[src/rtl/instr_fetch_if.sv]
// Fetch-unit bus: decode redirect/freeze, instruction memory port, and the decode output slot.
interface instr_fetch_if;
  logic [31:0] Alt_PC_IN;
  logic        Request_Alt_PC_IN;
  logic        WANT_FREEZE_IN;
  logic [31:0] IMem_Addr_OUT;
  logic        IMem_Req_OUT;
  logic        IMem_Ready_IN;
  logic [31:0] IMem_Data_IN;
  logic        IMem_Valid_IN;
  logic [31:0] Instr1_OUT;
  logic [31:0] Instr_PC_OUT;
  logic [31:0] Instr_PC_Plus4_OUT;
  logic        Instr_Valid_OUT;

  modport master (
    input  Alt_PC_IN, Request_Alt_PC_IN, WANT_FREEZE_IN,
    input  IMem_Ready_IN, IMem_Data_IN, IMem_Valid_IN,
    output IMem_Addr_OUT, IMem_Req_OUT,
    output Instr1_OUT, Instr_PC_OUT, Instr_PC_Plus4_OUT, Instr_Valid_OUT
  );

  modport slave (
    output Alt_PC_IN, Request_Alt_PC_IN, WANT_FREEZE_IN,
    output IMem_Ready_IN, IMem_Data_IN, IMem_Valid_IN,
    input  IMem_Addr_OUT, IMem_Req_OUT,
    input  Instr1_OUT, Instr_PC_OUT, Instr_PC_Plus4_OUT, Instr_Valid_OUT
  );
endinterface

[src/rtl/instr_fetch.sv]
// Instruction fetch: 2-credit request stream, 2-entry response FIFO, redirect with in-flight drop.
// Optional FETCH_PERF_CNT_EN adds fetched/bubble performance counters.
module instr_fetch #(
  parameter logic [31:0] RESET_PC = 32'h00400000
) (
  input  logic          CLK,
  input  logic          RESET,
  instr_fetch_if.master bus
`ifdef FETCH_PERF_CNT_EN
  ,
  output logic [31:0]   Fetch_Count_OUT,
  output logic [31:0]   Bubble_Count_OUT
`endif
);

  logic [31:0]      fetch_pc;
  logic [1:0]       outst, fifo_cnt, drop_cnt;
  logic [1:0][31:0] fifo_instr, fifo_pc;
  logic             wr_ptr, rd_ptr, started;
  logic [31:0]      instr_q, pc_q, plus4_q;
  logic             valid_q;

  logic             redirect, freeze, pop, req, accept, rsp_live, rsp_keep;
  logic [2:0]       credit_used;
  logic [31:0]      rsp_pc;

  assign redirect = bus.Request_Alt_PC_IN;
  assign freeze   = bus.WANT_FREEZE_IN;
  assign pop      = !redirect && !freeze && (fifo_cnt != 2'd0);

  // The slot freed by a pop on this edge is credited now, so a 1-cycle memory streams without gaps.
  assign credit_used = {1'b0, outst} + {1'b0, fifo_cnt} - {2'b00, pop};
  assign req         = started && !redirect && (credit_used < 3'd2);
  assign accept      = req && bus.IMem_Ready_IN;

  assign rsp_live = bus.IMem_Valid_IN && (outst != 2'd0);
  assign rsp_keep = rsp_live && (drop_cnt == 2'd0) && !redirect;

  // Kept responses are in order and contiguous up to fetch_pc, so the oldest one sits outst words back.
  assign rsp_pc = fetch_pc - {28'd0, outst, 2'b00};

  always_ff @(posedge CLK or negedge RESET) begin
    if (!RESET) begin
      fetch_pc <= RESET_PC;
      outst    <= 2'd0;
      fifo_cnt <= 2'd0;
      drop_cnt <= 2'd0;
      wr_ptr   <= 1'b0;
      rd_ptr   <= 1'b0;
      started  <= 1'b0;
      valid_q  <= 1'b0;
      instr_q  <= '0;
      pc_q     <= '0;
      plus4_q  <= '0;
    end else begin
      started <= 1'b1;
      outst   <= outst + {1'b0, accept} - {1'b0, rsp_live};
      if (redirect) begin
        fetch_pc <= {bus.Alt_PC_IN[31:2], 2'b00};
        drop_cnt <= outst - {1'b0, rsp_live};
        fifo_cnt <= 2'd0;
        wr_ptr   <= 1'b0;
        rd_ptr   <= 1'b0;
        valid_q  <= 1'b0;
        instr_q  <= '0;
        pc_q     <= '0;
        plus4_q  <= '0;
      end else begin
        if (accept) fetch_pc <= fetch_pc + 32'd4;
        if (rsp_live && (drop_cnt != 2'd0)) drop_cnt <= drop_cnt - 2'd1;
        if (rsp_keep) wr_ptr <= ~wr_ptr;
        if (pop) rd_ptr <= ~rd_ptr;
        fifo_cnt <= fifo_cnt + {1'b0, rsp_keep} - {1'b0, pop};
        if (!freeze) begin
          valid_q <= pop;
          instr_q <= pop ? fifo_instr[rd_ptr] : '0;
          pc_q    <= pop ? fifo_pc[rd_ptr] : '0;
          plus4_q <= pop ? fifo_pc[rd_ptr] + 32'd4 : '0;
        end
      end
    end
  end

  always_ff @(posedge CLK) begin
    if (rsp_keep) begin
      fifo_instr[wr_ptr] <= bus.IMem_Data_IN;
      fifo_pc[wr_ptr]    <= rsp_pc;
    end
  end

`ifdef FETCH_PERF_CNT_EN
  always_ff @(posedge CLK or negedge RESET) begin
    if (!RESET) begin
      Fetch_Count_OUT  <= '0;
      Bubble_Count_OUT <= '0;
    end else begin
      if (pop) Fetch_Count_OUT <= Fetch_Count_OUT + 32'd1;
      if (!freeze && (redirect || fifo_cnt == 2'd0)) Bubble_Count_OUT <= Bubble_Count_OUT + 32'd1;
    end
  end
`endif

  assign bus.IMem_Addr_OUT      = fetch_pc;
  assign bus.IMem_Req_OUT       = req;
  assign bus.Instr1_OUT         = instr_q;
  assign bus.Instr_PC_OUT       = pc_q;
  assign bus.Instr_PC_Plus4_OUT = plus4_q;
  assign bus.Instr_Valid_OUT    = valid_q;

endmodule

[src/flat_wrapper.sv]
// flat-port wrapper written by rule: the top's interface ports become plain ports
module instr_fetch_flat 
#(
  parameter logic [31:0] RESET_PC = 32'h00400000
)
  (CLK, RESET, bus_Alt_PC_IN, bus_Request_Alt_PC_IN, bus_WANT_FREEZE_IN, bus_IMem_Ready_IN, bus_IMem_Data_IN, bus_IMem_Valid_IN, bus_IMem_Addr_OUT, bus_IMem_Req_OUT, bus_Instr1_OUT, bus_Instr_PC_OUT, bus_Instr_PC_Plus4_OUT, bus_Instr_Valid_OUT);
  instr_fetch_if bus_i ();
  input  logic CLK;
  input  logic RESET;
  input wire logic [$bits(bus_i.Alt_PC_IN)-1:0] bus_Alt_PC_IN;
  input wire logic [$bits(bus_i.Request_Alt_PC_IN)-1:0] bus_Request_Alt_PC_IN;
  input wire logic [$bits(bus_i.WANT_FREEZE_IN)-1:0] bus_WANT_FREEZE_IN;
  input wire logic [$bits(bus_i.IMem_Ready_IN)-1:0] bus_IMem_Ready_IN;
  input wire logic [$bits(bus_i.IMem_Data_IN)-1:0] bus_IMem_Data_IN;
  input wire logic [$bits(bus_i.IMem_Valid_IN)-1:0] bus_IMem_Valid_IN;
  output wire logic [$bits(bus_i.IMem_Addr_OUT)-1:0] bus_IMem_Addr_OUT;
  output wire logic [$bits(bus_i.IMem_Req_OUT)-1:0] bus_IMem_Req_OUT;
  output wire logic [$bits(bus_i.Instr1_OUT)-1:0] bus_Instr1_OUT;
  output wire logic [$bits(bus_i.Instr_PC_OUT)-1:0] bus_Instr_PC_OUT;
  output wire logic [$bits(bus_i.Instr_PC_Plus4_OUT)-1:0] bus_Instr_PC_Plus4_OUT;
  output wire logic [$bits(bus_i.Instr_Valid_OUT)-1:0] bus_Instr_Valid_OUT;
  assign bus_i.Alt_PC_IN = bus_Alt_PC_IN;
  assign bus_i.Request_Alt_PC_IN = bus_Request_Alt_PC_IN;
  assign bus_i.WANT_FREEZE_IN = bus_WANT_FREEZE_IN;
  assign bus_i.IMem_Ready_IN = bus_IMem_Ready_IN;
  assign bus_i.IMem_Data_IN = bus_IMem_Data_IN;
  assign bus_i.IMem_Valid_IN = bus_IMem_Valid_IN;
  assign bus_IMem_Addr_OUT = bus_i.IMem_Addr_OUT;
  assign bus_IMem_Req_OUT = bus_i.IMem_Req_OUT;
  assign bus_Instr1_OUT = bus_i.Instr1_OUT;
  assign bus_Instr_PC_OUT = bus_i.Instr_PC_OUT;
  assign bus_Instr_PC_Plus4_OUT = bus_i.Instr_PC_Plus4_OUT;
  assign bus_Instr_Valid_OUT = bus_i.Instr_Valid_OUT;
  instr_fetch #(.RESET_PC(RESET_PC)) u_core (.CLK(CLK), .RESET(RESET), .bus(bus_i));
endmodule
[config.mk]
export PLATFORM = sky130hd
export DESIGN_NAME = instr_fetch_flat
export DESIGN_NICKNAME = d
export VERILOG_FILES = /design/src/rtl/instr_fetch_if.sv /design/src/rtl/instr_fetch.sv /design/src/flat_wrapper.sv
export SDC_FILE = /design/constraint.sdc
export NUM_CORES = 1
export LEC_CHECK = 0
export ABC_AREA = 1
export CORE_MARGIN = 8
export CORE_UTILIZATION = 54
export DETAILED_ROUTE_END_ITERATION = 10
export PLACE_DENSITY = 0.86
export SYNTH_ARGS = -nofsm -noshare
export SYNTH_HDL_FRONTEND = slang
export SYNTH_SLANG_ARGS = --single-unit
[constraint.sdc]
create_clock -name CLK -period 4.7 [get_ports CLK]
set_input_delay 1.175 -clock CLK [delete_from_list [all_inputs] [get_ports CLK]]
set_output_delay 1.175 -clock CLK [all_outputs]
set_load 0.02 [all_outputs]
# Word level (Yosys, flattened, before mapping)

Cells that the tools add are included.

Register bits after elaboration: 266
Bits in latches: 0
RAM bits: 0
Bits in read-only memories: 0
Input port bits: 70
Logic and storage cells: 81
Memories kept: 0

$add $sub $neg: 11
$mul: 0
Div/mod/pow operators: 0
Magnitude comparators: 4
Equality and inequality tests: 1
Shift-type cells: 0
Multiplexer cells: 28
Bitwise gates (word level): 2
Reduce and logical (&&, ||, !) cells: 20

Operator list:

| operator                                                   | count |
|---|---|
| two-way mux 32 bit                                         | 16 |
| bitwise mux 64 bit                                         | 2 |
| adder 32 x 3 -> 32 bit, second input constant              | 2 |
| demux 32 bit (select 1 bit)                                | 1 |
| subtractor 32 x 4 -> 32 bit                                | 1 |
| nonzero test 2 bit                                         | 7 |
| logical AND 1 bit                                          | 10 |
| two-way mux 1 bit                                          | 6 |
| two-way mux 2 bit                                          | 3 |
| subtractor 2 x 1 -> 2 bit                                  | 3 |
| adder 2 x 1 -> 2 bit                                       | 2 |
| less-than comparator 1 x 2 -> 1 bit, second input constant | 2 |
| adder 2 x 2 -> 3 bit                                       | 1 |
| less-than comparator 3 x 2 -> 1 bit, second input constant | 1 |
| subtractor 3 x 1 -> 3 bit                                  | 1 |
| logical NOT 1 bit                                          | 2 |
| logical NOT 2 bit                                          | 1 |
| != test 2 bit, second input constant                       | 1 |
| NOT 1 bit                                                  | 2 |
| subtractor 2 x 1 -> 2 bit, second input constant           | 1 |
| greater-or-equal comparator 1 bit, second input constant   | 1 |

# Logic depth before layout (Yosys ltp)

Depth after elaboration: 9
Depth in mapped cells: 17
Depth with buffers taken out: 15

# Least setup slack after synthesis

Ideal clock, no wire load.

Kind: input-to-reg
From: input bus_Request_Alt_PC_IN
To: register u_core.fifo_instr[32] (netlist bit) (enable)
Setup time: 0.483 ns
Data arrival time: 4.409 ns
Required time: 4.217 ns
Path slack: -0.192 ns
Cell stages on the path: 5
Cell sequence: clkbuf_1 -> inv_1 -> clkbuf_1 -> nand2_1 -> nor2_1

Cells in the longest elaborated chain, start to end: 2

RTL lines:

| element                        | RTL line           | text |
|---|---|---|
| start: declaration             | flat_wrapper.sv:11 | `input wire logic [$bits(bus_i.Request_Alt_PC_IN)-1:0] bus_Request_Alt_PC_IN;` |
| logical NOT 1 bit              | instr_fetch.sv:37  | `assign rsp_keep = rsp_live && (drop_cnt == 2'd0) && !redirect;` |
| logical AND 1 bit              | instr_fetch.sv:37  |  |
| end signal: indexed assignment | instr_fetch.sv:86  | `fifo_instr[wr_ptr] <= bus.IMem_Data_IN;` |
| end: declaration               | instr_fetch.sv:18  | `logic [1:0][31:0] fifo_instr, fifo_pc;` |

Every way passes these cells.
A chain may end at the register's enable or synchronous reset.

# Worst setup path after layout

From: input bus_Request_Alt_PC_IN
To: output bus_IMem_Req_OUT

Cells in the longest elaborated chain, start to end: 6

RTL lines:

| element                             | RTL line                             | text |
|---|---|---|
| logical NOT 1 bit (*)               | instr_fetch.sv:29, instr_fetch.sv:33 |  |
| logical AND 1 bit (2 in series)     | instr_fetch.sv:29                    | `assign pop = !redirect && !freeze && (fifo_cnt != 2'd0);` |
| subtractor 3 x 1 -> 3 bit           | instr_fetch.sv:32                    | `assign credit_used = {1'b0, outst} + {1'b0, fifo_cnt} - {2'b00, pop};` |
| less-than comparator 3 x 2 -> 1 bit | instr_fetch.sv:33                    | `assign req = started && !redirect && (credit_used < 3'd2);` |
| logical AND 1 bit (*)               | instr_fetch.sv:33                    |  |
| end: declaration                    | flat_wrapper.sv:17                   | `output wire logic [$bits(bus_i.IMem_Req_OUT)-1:0] bus_IMem_Req_OUT;` |

Mark *: on every way between the ends. The rest lies on a longest branch, timed or not.

==> run summary <==
The tools report the weighted congestion at the end of routability-driven global placement as 0.924. In this run the standard cell core region covers 0.0224 mm2. Entering global routing, the biggest net connects 72 pins.

Biggest area consumer among synthesized cells: sky130_fd_sc_hd__edfxtp_1. For the final count of negative-setup-slack endpoints, the log shows 0. In this run, post-CTS hold repair placed 0 buffers. The largest delay contributor family on the critical path was adder cells.

Once detail routing completed, the nets flagged for antenna violations numbered 0. STA classifies the critical path startpoint as an input pin. The run gives 0.278 mV as the highest ir drop seen on vdd. The number of vias in the routed layout came out at 9766. Setup repair after global routing left no endpoint under its margin.

For the worst slew margin relative to its limit, the log shows 0.221. Die width: 167 um. The number of distinct library cell variants in the gate-level netlist after synthesis is 45, and the full die area is 0.0278 mm2.

The routing usage on met2 was 0.384. The areal power density over the cells is 445 mW/mm2. The data required time of the critical path came out at 3.52 ns. The global-route total usage across every layer is 0.229. The count of final hold-check violations came out at 0. The number of global-route vias before repair was 9902. The count of cells in the finished layout, fillers not included, comes to 1805. The number of warnings printed during yosys synthesis is 0, and the effective utilization at floorplan is 0.546. The global routing usage on met1 was 0.295; the iteration-0 DRC count of the detailed router was 989.

At the pin with the least slew margin, the transition time is 1.17 ns. For the proportion of power drawn by combinational gates, the log shows 0.236. The critical path contains buffers and inverters numbering 3 combined. The most common flop cell mapped by yosys is sky130_fd_sc_hd__dfrtp_1.

The setup path with the least slack is of type input pin to primary output. The max-cap check violation count was 0. Traced cell by cell, the critical path runs through clkdlybuf4s50_1, nor3_2, ha_1, or2_2, fa_1, nand2_1, nor2_1, nand2_1, inv_1, clkbuf_2. The critical path's largest stage delay is 0.49 ns. The global-route met3 utilization is 0.0388, and the count of mapped cells out of synthesis is 1318. The total leakage power is 6.51 nW. The flow ran to the end, and the final reports show no timing, DRC or antenna violations. Final worst-path setup slack: 0.175 ns. The post-synthesis register bit count came out at 257.

The proportion of register bits with asynchronous set or reset after synthesis was 0.518. Number of I/O port buffers: 195. Counting along the longest clock path gives a buffer depth of 3. The layer flagged by global routing as most heavily used is met2. For the switching power total, the log shows 2.14 mW.

Standard cell with the maximum stage delay on the critical path: sky130_fd_sc_hd__fa_1. The I/O pin count is 200, and the largest clock skew in the final design is 0.0129 ns. For the number of buffers created by CTS, the log shows 27. For the worst setup timing slack at the placement stage, the log shows -0.328 ns. The tools report the total detailed-routing wirelength as 32.3 mm. The area share of the leading cell type in the synthesized netlist was 0.304. The worst setup path is captured at a primary output. The first TritonRoute pass finished after 6 iterations.

The latest clock arrival within the worst-skew pair was 0.53 ns; the net total in the final layout was 1580. Based on the critical path, the design can be clocked at up to 221 MHz. The clock share of power was 0.353; the count of pins over their slew limit was 0.

Among the stages of the critical path, the cell type that occurs most often is sky130_fd_sc_hd__nand2_1. Clock-pin slew was measured on the worst setup and hold paths at 0.06 ns. Clock tree synthesis found a total of 257 sinks. The sequential share of power came out at 0.411.

Row generation in the floorplan step produced 55 rows. The post-route minimum period is 4.52 ns, and the routed length per instance is 17.9 um. Using the TritonRoute via totals, the vias-per-cell ratio works out to 5.41. After legalization and detailed placement, the total HPWL measured 21.7 mm. The sequential-to-total area share from yosys stat came out at 0.576.

The run gives 4.72 mW as the internal power component. The type of the worst min-delay path was flip-flop to flip-flop. In the routed design, unresolved DRC markers number 0. The mean instance size in the synthesized netlist came out at 9.29 um2.

Of all nets on the critical path, the largest fanout is 2. The period utilization works out to 0.963. After synthesis, the cell types taking the most area are sky130_fd_sc_hd__edfxtp_1 (30%), sky130_fd_sc_hd__dfrtp_1 (27%), sky130_fd_sc_hd__nand2_1 (12%). TritonCTS built the clock tree. The total overflow left after global routing is 0. The logs give 0.687 for the utilization of the core after routing and 1 for the depth of the CTS H-tree. After detailed placement, the design holds a cell count of 1752.

The root buffer cell chosen for the clock tree is sky130_fd_sc_hd__clkbuf_16. The arrival time reported for the critical path endpoint is 3.35 ns, and the initial antenna violation count is 2. The accumulated negative setup slack was 0 ns; the area of the mapped netlist was 0.0123 mm2.

Total power for the finished layout comes to 6.86 mW. The ratio of cells with drive above 1 in the final layout is 0.0876, and the number of enable flip-flop cells after synthesis is 124. Compared with the post-synthesis result, the final layout area differs by 25.8%. The wire length of the first global-routing pass is 52.1 mm.

The die is 167 um tall. The proportion of total power due to net switching came out at 0.313.
path summary, 6_finish.rpt:
kind                                                     end  cells past startpoint  slack (ns)                       start
max in group asynchronous                      u_core.rd_ptr                      2        3.23                       RESET
worst min-delay path              u_core.bus.Instr_PC_OUT[2]                      2        0.48  u_core.bus.Instr_PC_OUT[2]
worst min register to register    u_core.bus.Instr_PC_OUT[2]                      2        0.48  u_core.bus.Instr_PC_OUT[2]
worst max register to register  u_core.bus.IMem_Addr_OUT[21]                     16        1.66          u_core.fifo_cnt[1]
min in group asynchronous        u_core.bus.IMem_Addr_OUT[3]                      1        0.66                       RESET
worst max-delay path                        bus_IMem_Req_OUT                     10        0.18       bus_Request_Alt_PC_IN
flip-flops by register name, summed over array words and instances, names as in the netlist:
register and flops:
u_core.started 1, u_core.bus.Instr1_OUT 32, u_core.bus.Instr_Valid_OUT 1, u_core.bus.Instr_PC_Plus4_OUT 31, u_core.outst 2, u_core.drop_cnt 2, u_core.bus.IMem_Addr_OUT 30, u_core.rd_ptr 1
u_core.fifo_cnt 2, u_core.fifo_pc 60, u_core.fifo_instr 64, u_core.bus.Instr_PC_OUT 30, u_core.wr_ptr 1
cell type report:
class                      count  area [um2]
sequential                   257        7050
multi-input combinational    894        4490
antenna                        2        5.00
inverter                     109         414
clock inverter                18         308
clock buffer                  32         704
fill                        1608        7020
timing repair buffer         208        2080
tap                          285         357
cell families (layout without fill, tap and decap cells):
logic type | after synthesis | after routing | share of synthesized area
adders and majority gates | 13 | 13 | 0.0145
and+or+nand+nor | 708 | 708 | 0.249
xor gates and xnor gates | 50 | 50 | 0.0357
DFF | 257 | 257 | 0.576
AOI/OAI and AO/OA | 120 | 120 | 0.0640
other | 2 | 5 | 0.000613
buffers and inverters | 168 | 367 | 0.0604
per-layer routing:
| layer | up-vias | routed length (um) |
|---|---|---|
| met5 | - | 0 |
| met3 | 76 | 2140 |
| met2 | 386 | 15700 |
| met4 | 0 | 1180 |
| met1 | 4641 | 13300 |
| li1 | 4663 | - |
power by group through the flow:
stage	registers (mW)	logic [mW]	clock network [mW]
final	2.82	1.62	2.42
after detailed placement	2.85	1.59	0
after floorplan	2.92	0.921	0
after global placement	2.84	1.54	0
after CTS	2.81	1.62	2.44
after global routing	2.84	1.78	2.54
cells in the final DEF (no fill, tap or decap), types with 4 or more instances in the layout:
cell / instances
sky130_fd_sc_hd__ha_1: 11
sky130_fd_sc_hd__nand2_2: 31
sky130_fd_sc_hd__nor2_2: 17
sky130_fd_sc_hd__o211ai_1: 12
sky130_fd_sc_hd__dfrtp_1: 131
sky130_fd_sc_hd__o21bai_1: 4
sky130_fd_sc_hd__clkbuf_16: 27
sky130_fd_sc_hd__o21ai_0: 50
sky130_fd_sc_hd__clkdlybuf4s50_1: 192
sky130_fd_sc_hd__o31ai_1: 33
sky130_fd_sc_hd__o221ai_1: 4
sky130_fd_sc_hd__clkinv_1: 4
sky130_fd_sc_hd__nor2_1: 149
sky130_fd_sc_hd__nand4_1: 18
sky130_fd_sc_hd__nor3_1: 13
sky130_fd_sc_hd__clkbuf_1: 4
sky130_fd_sc_hd__xor2_1: 47
sky130_fd_sc_hd__a32o_1: 5
sky130_fd_sc_hd__nand2_1: 388
sky130_fd_sc_hd__nand3_1: 67
sky130_fd_sc_hd__nor2_4: 10
sky130_fd_sc_hd__nand2_4: 5
sky130_fd_sc_hd__inv_1: 103
sky130_fd_sc_hd__buf_4: 10
sky130_fd_sc_hd__a22o_1: 4
sky130_fd_sc_hd__edfxtp_1: 124
sky130_fd_sc_hd__bufinv_16: 8
worst register-to-register path, delay by kind of cell (launching register included):
family | cells | cell delay, ns
buffers and inverters | 3 | 0.45
AND/OR/NAND/NOR | 10 | 1.18
AO/OA/AOI/OAI | 1 | 0.14
flip-flops | 1 | 0.39
adder cells (fa/ha/maj) | 2 | 0.75
repair_timing:
item,CTS,global route
hold endpoints to repair,0,0
pin swaps,1,0
gates resized for setup,2,2
endpoints found under the setup margin,1,1
buffers inserted,1,0
through the flow:
step	hold WS, ns	cell area [um2]
after floorplan	0.479	12300
after global placement	0.462	14400
after detailed placement	0.467	14400
after CTS	0.484	15400
after global routing	0.502	15400
final	0.482	15400
cells in the mapped netlist (5+ instances only):
master,count
sky130_fd_sc_hd__nand2_1,388
sky130_fd_sc_hd__nor2_1,152
sky130_fd_sc_hd__dfrtp_1,132
sky130_fd_sc_hd__edfxtp_1,124
sky130_fd_sc_hd__inv_1,103
sky130_fd_sc_hd__nand3_1,67
sky130_fd_sc_hd__o21ai_0,50
sky130_fd_sc_hd__xor2_1,47
sky130_fd_sc_hd__o31ai_1,33
sky130_fd_sc_hd__nand2_2,31
sky130_fd_sc_hd__clkbuf_1,29
sky130_fd_sc_hd__nand4_1,18
sky130_fd_sc_hd__nor2_2,17
sky130_fd_sc_hd__buf_2,15
sky130_fd_sc_hd__nor3_1,14
sky130_fd_sc_hd__o211ai_1,12
sky130_fd_sc_hd__ha_1,11
sky130_fd_sc_hd__buf_4,8
sky130_fd_sc_hd__nor2_4,7
sky130_fd_sc_hd__a32o_1,5
sky130_fd_sc_hd__nand2_4,5
Note: power is estimated with default switching activity, not from simulation.
